[config.mk]
export PLATFORM = sky130hd
export DESIGN_NAME = scroll_latch_flat
export DESIGN_NICKNAME = d
export VERILOG_FILES = /design/src/rtl/scroll_latch_if.sv /design/src/rtl/scroll_latch.sv /design/src/flat_wrapper.sv
export SDC_FILE = /design/constraint.sdc
export NUM_CORES = 1
export LEC_CHECK = 0
export BUFFER_PORTS_ARGS = -buffer_cell sky130_fd_sc_hd__buf_2
export CAP_MARGIN = 20
export CORE_ASPECT_RATIO = 1.5
export CORE_MARGIN = 10
export CORE_UTILIZATION = 45
export DETAILED_ROUTE_END_ITERATION = 12
export GPL_ROUTABILITY_DRIVEN = 0
export PLACE_DENSITY = 0.76
export SKIP_LAST_GASP = 1
export SLEW_MARGIN = 5
export SYNTH_ARGS = -nofsm -noshare
export SYNTH_HDL_FRONTEND = slang
export SYNTH_SLANG_ARGS = --single-unit
[constraint.sdc]
create_clock -name CLK_6M -period 1.4 [get_ports CLK_6M]
set_clock_uncertainty 0.05 [all_clocks]
set_input_delay 0.14 -clock CLK_6M [delete_from_list [all_inputs] [get_ports CLK_6M]]
set_output_delay 0.14 -clock CLK_6M [all_outputs]
set_load 0.05 [all_outputs]
[src/rtl/scroll_latch_if.sv]
// Time-multiplexed master bus seen by scroll_latch: slot phase, address/data,
// write and latch strobes, plus the master CPU data bus for back-colour captures.
interface scroll_latch_if;
    logic        CLK_2H;
    logic [12:0] A;
    logic [7:0]  D;
    logic        nWE;
    logic        nLATCH0;
    logic        nLATCH1;
    logic        nBACKCOLOR;
    logic [7:0]  MD;

    modport master (
        output CLK_2H, A, D, nWE, nLATCH0, nLATCH1, nBACKCOLOR, MD
    );

    modport slave (
        input  CLK_2H, A, D, nWE, nLATCH0, nLATCH1, nBACKCOLOR, MD
    );
endinterface

[src/rtl/scroll_latch.sv]
// Scroll/priority latch for two tilemap layers plus back-colour capture.
// Define DOUBLE_BUFFER_EN to stage writes in shadows committed at vblank start.
module scroll_latch (
    input  logic          CLK_6M,
    input  logic          rst,
    input  logic          nVBLANK,
    scroll_latch_if.slave bus,
    output logic [8:0]    scroll0_x,
    output logic [8:0]    scroll1_x,
    output logic [7:0]    scroll0_y,
    output logic [7:0]    scroll1_y,
    output logic [2:0]    prio0,
    output logic [2:0]    prio1,
    output logic [7:0]    backcolor,
    output logic          wr_pulse
);
    logic [1:0] nlatch;
    logic [1:0] prev_nlatch_reg;
    logic       prev_clk_2h_reg;
    logic       prev_nbackcolor_reg;
    logic       new_slot;
    logic [1:0] accept;
    logic       commit;
    logic [7:0] backcolor_reg;
    logic       wr_pulse_reg;
    logic       unused_addr;

    assign nlatch      = {bus.nLATCH1, bus.nLATCH0};
    assign new_slot    = prev_clk_2h_reg != bus.CLK_2H;
    assign unused_addr = ^bus.A[12:2];

`ifdef DOUBLE_BUFFER_EN
    logic prev_nvblank_reg;

    assign commit = prev_nvblank_reg & ~nVBLANK;

    always_ff @(posedge CLK_6M) begin
        if (rst) begin
            prev_nvblank_reg <= 1'b1;
        end else begin
            prev_nvblank_reg <= nVBLANK;
        end
    end
`else
    logic unused_vblank;

    assign unused_vblank = nVBLANK;
    assign commit        = 1'b0;
`endif

    // Reset leaves the strobe history "high" so a strobe held low through
    // reset counts as a fresh assertion on the first cycle afterwards.
    always_ff @(posedge CLK_6M) begin
        if (rst) begin
            prev_nlatch_reg     <= 2'b11;
            prev_clk_2h_reg     <= 1'b0;
            prev_nbackcolor_reg <= 1'b1;
            backcolor_reg       <= 8'd0;
            wr_pulse_reg        <= 1'b0;
        end else begin
            prev_nlatch_reg     <= nlatch;
            prev_clk_2h_reg     <= bus.CLK_2H;
            prev_nbackcolor_reg <= bus.nBACKCOLOR;
            wr_pulse_reg        <= |accept;
            if (prev_nbackcolor_reg && !bus.nBACKCOLOR) begin
                backcolor_reg <= bus.MD;
            end
        end
    end

    genvar gi;
    generate
        for (gi = 0; gi < 2; gi++) begin : g_layer
            logic [8:0] x_reg, x_next, x_out;
            logic [7:0] y_reg, y_next, y_out;
            logic [2:0] prio_reg, prio_next, prio_out;

            assign accept[gi] = ~nlatch[gi] & ~bus.nWE & (prev_nlatch_reg[gi] | new_slot);

            always_comb begin
                x_next    = x_reg;
                y_next    = y_reg;
                prio_next = prio_reg;
                if (accept[gi]) begin
                    case (bus.A[1:0])
                        2'd0: begin
                            x_next[8] = bus.D[0];
                            prio_next = bus.D[3:1];
                        end
                        2'd1:    x_next[7:0] = bus.D;
                        2'd2:    y_next      = bus.D;
                        default: ;
                    endcase
                end
            end

            // Without double buffering these registers are the active outputs.
            always_ff @(posedge CLK_6M) begin
                if (rst) begin
                    x_reg    <= 9'd0;
                    y_reg    <= 8'd0;
                    prio_reg <= 3'd0;
                end else begin
                    x_reg    <= x_next;
                    y_reg    <= y_next;
                    prio_reg <= prio_next;
                end
            end

`ifdef DOUBLE_BUFFER_EN
            logic [8:0] x_act_reg;
            logic [7:0] y_act_reg;
            logic [2:0] prio_act_reg;

            // Commit from the next-state values so a coincident write is included.
            always_ff @(posedge CLK_6M) begin
                if (rst) begin
                    x_act_reg    <= 9'd0;
                    y_act_reg    <= 8'd0;
                    prio_act_reg <= 3'd0;
                end else if (commit) begin
                    x_act_reg    <= x_next;
                    y_act_reg    <= y_next;
                    prio_act_reg <= prio_next;
                end
            end

            assign x_out    = x_act_reg;
            assign y_out    = y_act_reg;
            assign prio_out = prio_act_reg;
`else
            assign x_out    = x_reg;
            assign y_out    = y_reg;
            assign prio_out = prio_reg;
`endif
        end
    endgenerate

    logic unused_commit;
    assign unused_commit = commit;

    assign scroll0_x = g_layer[0].x_out;
    assign scroll1_x = g_layer[1].x_out;
    assign scroll0_y = g_layer[0].y_out;
    assign scroll1_y = g_layer[1].y_out;
    assign prio0     = g_layer[0].prio_out;
    assign prio1     = g_layer[1].prio_out;
    assign backcolor = backcolor_reg;
    assign wr_pulse  = wr_pulse_reg;
endmodule

[src/flat_wrapper.sv]
// flat-port wrapper written by rule: the top's interface ports become plain ports
module scroll_latch_flat 
  (CLK_6M, rst, nVBLANK, scroll0_x, scroll1_x, scroll0_y, scroll1_y, prio0, prio1, backcolor, wr_pulse, bus_CLK_2H, bus_A, bus_D, bus_nWE, bus_nLATCH0, bus_nLATCH1, bus_nBACKCOLOR, bus_MD);
  scroll_latch_if bus_i ();
  input  logic CLK_6M;
  input  logic rst;
  input  logic nVBLANK;
  output logic [8:0] scroll0_x;
  output logic [8:0] scroll1_x;
  output logic [7:0] scroll0_y;
  output logic [7:0] scroll1_y;
  output logic [2:0] prio0;
  output logic [2:0] prio1;
  output logic [7:0] backcolor;
  output logic wr_pulse;
  input wire logic [$bits(bus_i.CLK_2H)-1:0] bus_CLK_2H;
  input wire logic [$bits(bus_i.A)-1:0] bus_A;
  input wire logic [$bits(bus_i.D)-1:0] bus_D;
  input wire logic [$bits(bus_i.nWE)-1:0] bus_nWE;
  input wire logic [$bits(bus_i.nLATCH0)-1:0] bus_nLATCH0;
  input wire logic [$bits(bus_i.nLATCH1)-1:0] bus_nLATCH1;
  input wire logic [$bits(bus_i.nBACKCOLOR)-1:0] bus_nBACKCOLOR;
  input wire logic [$bits(bus_i.MD)-1:0] bus_MD;
  assign bus_i.CLK_2H = bus_CLK_2H;
  assign bus_i.A = bus_A;
  assign bus_i.D = bus_D;
  assign bus_i.nWE = bus_nWE;
  assign bus_i.nLATCH0 = bus_nLATCH0;
  assign bus_i.nLATCH1 = bus_nLATCH1;
  assign bus_i.nBACKCOLOR = bus_nBACKCOLOR;
  assign bus_i.MD = bus_MD;
  scroll_latch u_core (.CLK_6M(CLK_6M), .rst(rst), .nVBLANK(nVBLANK), .bus(bus_i), .scroll0_x(scroll0_x), .scroll1_x(scroll1_x), .scroll0_y(scroll0_y), .scroll1_y(scroll1_y), .prio0(prio0), .prio1(prio1), .backcolor(backcolor), .wr_pulse(wr_pulse));
endmodule
==> results of run 1 <==
-- logic make-up (layout without fill, tap and decap cells) --
group,Yosys count,count (layout)
buffers and inverters,8,94
flip-flops,53,53
XOR/XNOR,1,1
AO/OA/AOI/OAI,9,9
AND/OR/NAND/NOR,70,70
multiplexers,48,48
-- timing repair --
item                                   CTS  global route
hold buffers                             1             0
resized for setup                        0             7
endpoints found under the hold margin    1             0
setup endpoints to repair                0            16
-- per-layer routing --
metal  part of all wire  routed length [µm]
met1               0.39                1967
met2               0.53                2680
met3              0.074                 371
met4             0.0050                  25
met5                  0                   0
-- final timing paths --
path,slack [ps],from,to,depth (start not counted)
hold / removal,20,bus_MD[7],u_core.backcolor[7],3
hold reg to reg,430,u_core.scroll1_y[6],u_core.scroll1_y[6],2
setup / recovery,70,u_core.prev_clk_2h_reg,u_core.scroll1_x[7],3
setup reg to reg,70,u_core.prev_clk_2h_reg,u_core.scroll1_x[7],3
-- worst min-delay path: cells and delay by family --
family | cells | cell delay (ps)
buffers and inverters | 1 | 80
muxes | 1 | 50
and+or+nand+nor | 1 | 70
-- power by group --
part	leakage (nW)	internal, mW	switching (mW)
combinational	0.930	0.149	0.274
sequential	0.431	1.55	0.0245
clock	0.0681	0.710	0.488
total	1.43	2.41	0.786
-- cell type report --
class	count	area (µm²)
clock buffer	5	68.82
fill	413	1767
tap	48	60.06
sequential	53	1062
inverter	1	3.754
clock inverter	3	65.06
timing repair buffer	85	461.7
multi-input combinational	128	1016
-- synthesized netlist by cell type --
| cell | instances | area (µm²) |
|---|---|---|
| sky130_fd_sc_hd__clkbuf_1 | 6 | 22.52 |
| sky130_fd_sc_hd__nand2b_1 | 48 | 300.3 |
| sky130_fd_sc_hd__xor2_2 | 1 | 16.27 |
| sky130_fd_sc_hd__buf_2 | 1 | 5.000 |
| sky130_fd_sc_hd__o21a_1 | 2 | 15.01 |
| sky130_fd_sc_hd__o21ai_1 | 3 | 15.01 |
| sky130_fd_sc_hd__mux2i_1 | 48 | 480.5 |
| sky130_fd_sc_hd__nor2b_1 | 3 | 18.77 |
| sky130_fd_sc_hd__nor3_1 | 1 | 5.000 |
| sky130_fd_sc_hd__inv_1 | 1 | 3.750 |
| sky130_fd_sc_hd__nor2_1 | 8 | 30.03 |
| sky130_fd_sc_hd__nor4b_1 | 4 | 35.03 |
| sky130_fd_sc_hd__a221oi_1 | 1 | 8.760 |
| sky130_fd_sc_hd__o21ai_2 | 3 | 26.28 |
| sky130_fd_sc_hd__nand2_1 | 1 | 3.750 |
| sky130_fd_sc_hd__dfxtp_1 | 53 | 1061 |
| sky130_fd_sc_hd__or2_2 | 3 | 18.77 |
| sky130_fd_sc_hd__nor4_1 | 2 | 12.51 |
-- metrics by stage --
| step | util | instance area (µm²) |
|---|---|---|
| 2_1_floorplan | - | 2078 |
| 3_3_place_gp | 0.5681 | 2559 |
| 3_5_place_dp | 0.5681 | 2559 |
| 4_1_cts | 0.6000 | 2703 |
| 5_1_grt | 0.6078 | 2738 |
| 6_report | 0.6078 | 2738 |
==> parameters.txt, run 1 <==
Parameter                              Value

Synthesis
  #FFs+latches synth ... between 50 and 60
  Share of synthesized area occupied by flip-flops and latches ... 0.5105
  XOR/XNOR Fraction of Synth Area ... 0.007827
  Multiplexer fraction of the synthesized cell area ... 0.2312
  Syn Std Cell Area ... between 2000 and 2500 µm²
  Basic-gate share of the synthesized area counting and, or, nand and nor cells ... 0.2041
  Combinational family with the most area after synthesis ... multiplexers
  Syn_nets ... 226
  Count of warnings emitted by yosys ... 0
  Adder and majority gate portion of the synthesized area ... 0
  Compound-cell area share of the yosys netlist ... 0.03131
  Post-Syn Area per Cell ... 11.00 µm²
  Number of cells produced by synthesis ... 189
  Count of unique library cells instantiated by Yosys ... 18

STA
  Final number of max-transition violations ... 0
  Final total negative setup slack ... 0 ps
  Setup slack after layout ... 69.58 ps
  Actual transition at the worst max-transition pin ... between 400 and 500 ps
  Worst hold-check slack ... 16.13 ps
  Crit share post-route ... 0.9503
  Final count of hold timing violations ... 0
  Count of final setup violators ... 0
  Upper clock frequency limit ... 751.6 MHz
  Final critical-path required period ... 1330 ps
  Headroom to the max-slew limit ... 0.6664
  Setup repair after global routing missed its margin ... no

Place
  Number of instances in the placed design ... between 300 and 400
  Detailed placer's ending HPWL ... around 3900 µm
  Count of port buffers added during placement ... 73
  Dpl ws ... 25.10 ps

Global routing
  Met2 track demand over resource ... 0.2370
  Pin count of the biggest net entering global routing ... 26
  GR Util met3 ... 0.04489
  Global route hottest layer ... met2
  Wire length of the first global-routing pass ... 7907 µm
  Number of global-route vias before repair ... approximately 1700
  Global routing met1 resource utilization ... 0.1358
  Antenna violations before repair ... 0
  Total gr overflow ... 0
  Total routing usage reported by global routing ... 0.1317

CTS
  Clock latency of the later-clocked register in the worst-skew pair ... 300 ps
  CTS tree ... built
  Total clock sinks ... 53
  Buffer depth of the longest clock path ... 2
  CTS buffer count ... 5
  H-tree lvl count ... 2
  Clk root buf ... sky130_fd_sc_hd__clkbuf_8
  Clock transition at the registers of the reported paths ... around 100 ps
  Count of buffers added by post-CTS timing repair for setup ... 0

Critical path
  Max incr delay on CP ... 420 ps
  Delay-heaviest family, CP ... compound AO/OA/AOI/OAI gates
  WP buf/inv ... 0
  CP max FO ... 6
  Kind of start point of the critical path ... flip-flop
  Type of destination of the critical path ... flip-flop
  Slowest cell on crit path ... sky130_fd_sc_hd__o21ai_2
  Cell-by-cell trace of the critical path ... xor2_4 > o21ai_2 > mux2i_1
  Critical path data arrival time ... 1510 ps
  Worst setup path category ... reg -> reg
  Crit path required time ... 1580 ps

Drt
  Detailed-routing iteration count for the pre-antenna-repair pass ... 4
  Average wire length per cell after detail routing ... 15.62 µm
  ANT nets after route ... 0
  Total via count after detailed routing ... 1586
  Number of DRC markers after the initial detailed-route iteration ... between 80 and 90
  Final Routed Wirelength ... 5044 µm
  Detailed-route DRC error count ... 0
  Per-cell via count in the routed design ... approximately 4.9

Die
  CORE AREA ... 4504 µm²
  Die height ... ~100 µm
  Area of the die ... between 7000 and 8000 µm²
  Site row count ... 30
  Starting density of the core ... 0.4614
  Die width ... 75.49 µm
  Boundary pin count ... 86

Min path
  Class of the tightest hold or removal check ... in -> reg

Layout
  Final std cells w/o fill ... 323
  Layout-stage area growth over the synthesis result ... 31.73%
  Layout cell share with drive strength beyond 1 ... 0.3709
  Nets ... 311
  Commonest non-fill, non-tap cell in the layout ... sky130_fd_sc_hd__buf_2
  N_diodes ... 0
  Most frequent cells in the layout ... sky130_fd_sc_hd__buf_2 (73), sky130_fd_sc_hd__dfxtp_1 (52), sky130_fd_sc_hd__nand2b_1 (48), sky130_fd_sc_hd__mux2i_1 (48), sky130_fd_sc_hd__buf_4 (10)

Power and ir drop
  Static power due to leakage ... approximately 1.4 nW
  Total power after layout ... around 3.2 mW
  Total power density per cell area ... between 1000 and 1500 nW/µm²
  Maximum ir drop on the vdd rail ... 0.6713 mV

Job
  Max Cap Violations ... 0

Status
  Run status ... complete, no violations
No activity file was read; power rests on OpenSTA's default activity.
==> run 2, diff against run 1 <==
--- a/config.mk
+++ b/config.mk
@@ -12,6 +12,7 @@
 export CORE_UTILIZATION = 45
 export DETAILED_ROUTE_END_ITERATION = 12
 export GPL_ROUTABILITY_DRIVEN = 0
+export MAX_ROUTING_LAYER = met4
 export PLACE_DENSITY = 0.76
 export SKIP_LAST_GASP = 1
 export SLEW_MARGIN = 5
==> parameters.txt, run 2 (synthesis results as in run 1) <==
Parameter                              Value

Status
  Run status ... complete, no violations

Place
  DP Area ... 2559 µm²
  Detailed placer's ending HPWL ... 3874 µm
  Count of port buffers added during placement ... 73

Layout
  Commonest non-fill, non-tap cell in the layout ... sky130_fd_sc_hd__buf_2
  Nets ... 311
  Cell area after layout ... 2738 µm²
  Layout-stage area growth over the synthesis result ... 31.73%
  Most frequent cells in the layout ... sky130_fd_sc_hd__buf_2 (73), sky130_fd_sc_hd__dfxtp_1 (52), sky130_fd_sc_hd__nand2b_1 (48), sky130_fd_sc_hd__mux2i_1 (48), sky130_fd_sc_hd__buf_4 (10)
  N_diodes ... 0
  Layout cell share with drive strength beyond 1 ... 0.3709

CTS
  Count of buffers added by post-CTS timing repair for setup ... 0
  Clk root buf ... sky130_fd_sc_hd__clkbuf_8
  CTS buffer count ... 5
  CTS tree ... built
  Total clock sinks ... 53
  Clock latency of the later-clocked register in the worst-skew pair ... 300 ps
  H-tree lvl count ... 2
  Buffer depth of the longest clock path ... 2
  Clock transition at the registers of the reported paths ... 100 ps

Drt
  Total via count after detailed routing ... roughly 1600
  ANT nets after route ... 0
  Detailed-routing iteration count for the pre-antenna-repair pass ... 4
  Number of DRC markers after the initial detailed-route iteration ... 91
  Average wire length per cell after detail routing ... 15.55 µm
  Per-cell via count in the routed design ... 4.926
  Final Routed Wirelength ... approximately 5000 µm
  Detailed-route DRC error count ... 0

Power and ir drop
  Switching power as a share of total power ... 0.2456
  Power dissipated by switching net loads ... 0.7852 mW
  Maximum ir drop on the vdd rail ... 0.6713 mV
  Int Pwr ... roughly 2.4 mW
  Share of power burned in registers ... 0.493
  Total power density per cell area ... ~1200 nW/µm²
  Static power due to leakage ... 1.429 nW
  Part of the total power dissipated in combinational logic ... 0.132
  Clock power share ... 0.374

Critical path
  Kind of start point of the critical path ... flip-flop
  Worst setup path category ... reg -> reg
  Crit path required time ... 1580 ps
  CP max FO ... 6
  Critical path data arrival time ... 1510 ps
  Type of destination of the critical path ... flip-flop

Die
  Site row count ... 30
  Area of the die ... 7792 µm²
  Die height ... around 100 µm
  Starting density of the core ... 0.4614
  Die width ... approximately 75 µm
  Boundary pin count ... 86
  CORE AREA ... 4504 µm²

STA
  Actual transition at the worst max-transition pin ... 493.5 ps
  Crit share post-route ... 0.9501
  Headroom to the max-slew limit ... 0.6664
  Final critical-path required period ... 1330 ps
  Final number of max-transition violations ... 0
  Setup repair after global routing missed its margin ... no
  Final total negative setup slack ... 0 ps
  Final count of hold timing violations ... 0
  Upper clock frequency limit ... roughly 750 MHz
  Count of final setup violators ... 0
  Worst hold-check slack ... ~18 ps

Global routing
  Total routing usage reported by global routing ... 0.1355
  Number of global-route vias before repair ... 1670
  Pin count of the biggest net entering global routing ... 26
  Total gr overflow ... 0
  Antenna violations before repair ... 0
  Wire length of the first global-routing pass ... 7914 µm

Job
  Max Cap Violations ... 0

Min path
  Class of the tightest hold or removal check ... in -> reg
run 2: what timing repair did:
item	CTS	global route
resized for setup	0	7
hold buffers	1	0
hold endpoints to repair	1	0
setup endpoints to repair	0	18
run 2: through the flow:
step / power (mW) / setup WS (ps) / instances / utilization
finish: 3.197 / 69.89 / 323 / 0.6078
global route: 3.329 / 22.95 / 323 / 0.6078
CTS: 3.224 / 18.35 / 323 / 0.6000
detailed placement: 2.028 / 25.10 / 314 / 0.5681
global placement: 2.021 / 68.96 / 314 / 0.5681
floorplan: 1.890 / 165.0 / 189 / -
run 2: power groups by stage:
| stage | clock, mW | sequential, mW | combinational [mW] |
|---|---|---|---|
| floorplan | 0 | 1.75 | 0.142 |
| global placement | 0 | 1.61 | 0.413 |
| detailed placement | 0 | 1.61 | 0.418 |
| CTS | 1.23 | 1.58 | 0.421 |
| global route | 1.29 | 1.59 | 0.453 |
| finish | 1.20 | 1.58 | 0.423 |
run 2: layout make-up:
class                      count  area [µm²]
inverter                       1       3.754
fill                         413        1767
clock buffer                   5       68.82
clock inverter                 3       65.06
multi-input combinational    128        1016
tap                           48       60.06
timing repair buffer          85       461.7
sequential                    53        1062
run 2: worst paths after layout:
check / start / slack (ps) / cells after the start / end
worst max-delay path: u_core.prev_clk_2h_reg / 70 / 3 / u_core.scroll1_x[7]
worst min-delay path: bus_MD[7] / 20 / 3 / u_core.backcolor[7]
worst min register to register: u_core.scroll1_y[6] / 430 / 2 / u_core.scroll1_y[6]
worst max register to register: u_core.prev_clk_2h_reg / 70 / 3 / u_core.scroll1_x[7]
run 2: critical path, cell delays in order (launching register included):
cell and delay (ps):
sky130_fd_sc_hd__dfxtp_2 350, sky130_fd_sc_hd__xor2_4 170, sky130_fd_sc_hd__o21ai_2 420, sky130_fd_sc_hd__mux2i_1 270
run 2: per-layer routing:
| metal | global-route usage | wire, µm | up-vias |
|---|---|---|---|
| li1 | - | - | 809 |
| met2 | 0.2370 | 2625 | 52 |
| met4 | 0.04735 | 74 | 0 |
| met3 | 0.04011 | 336 | 5 |
| met5 | - | 0 | - |
| met1 | 0.1393 | 1988 | 725 |
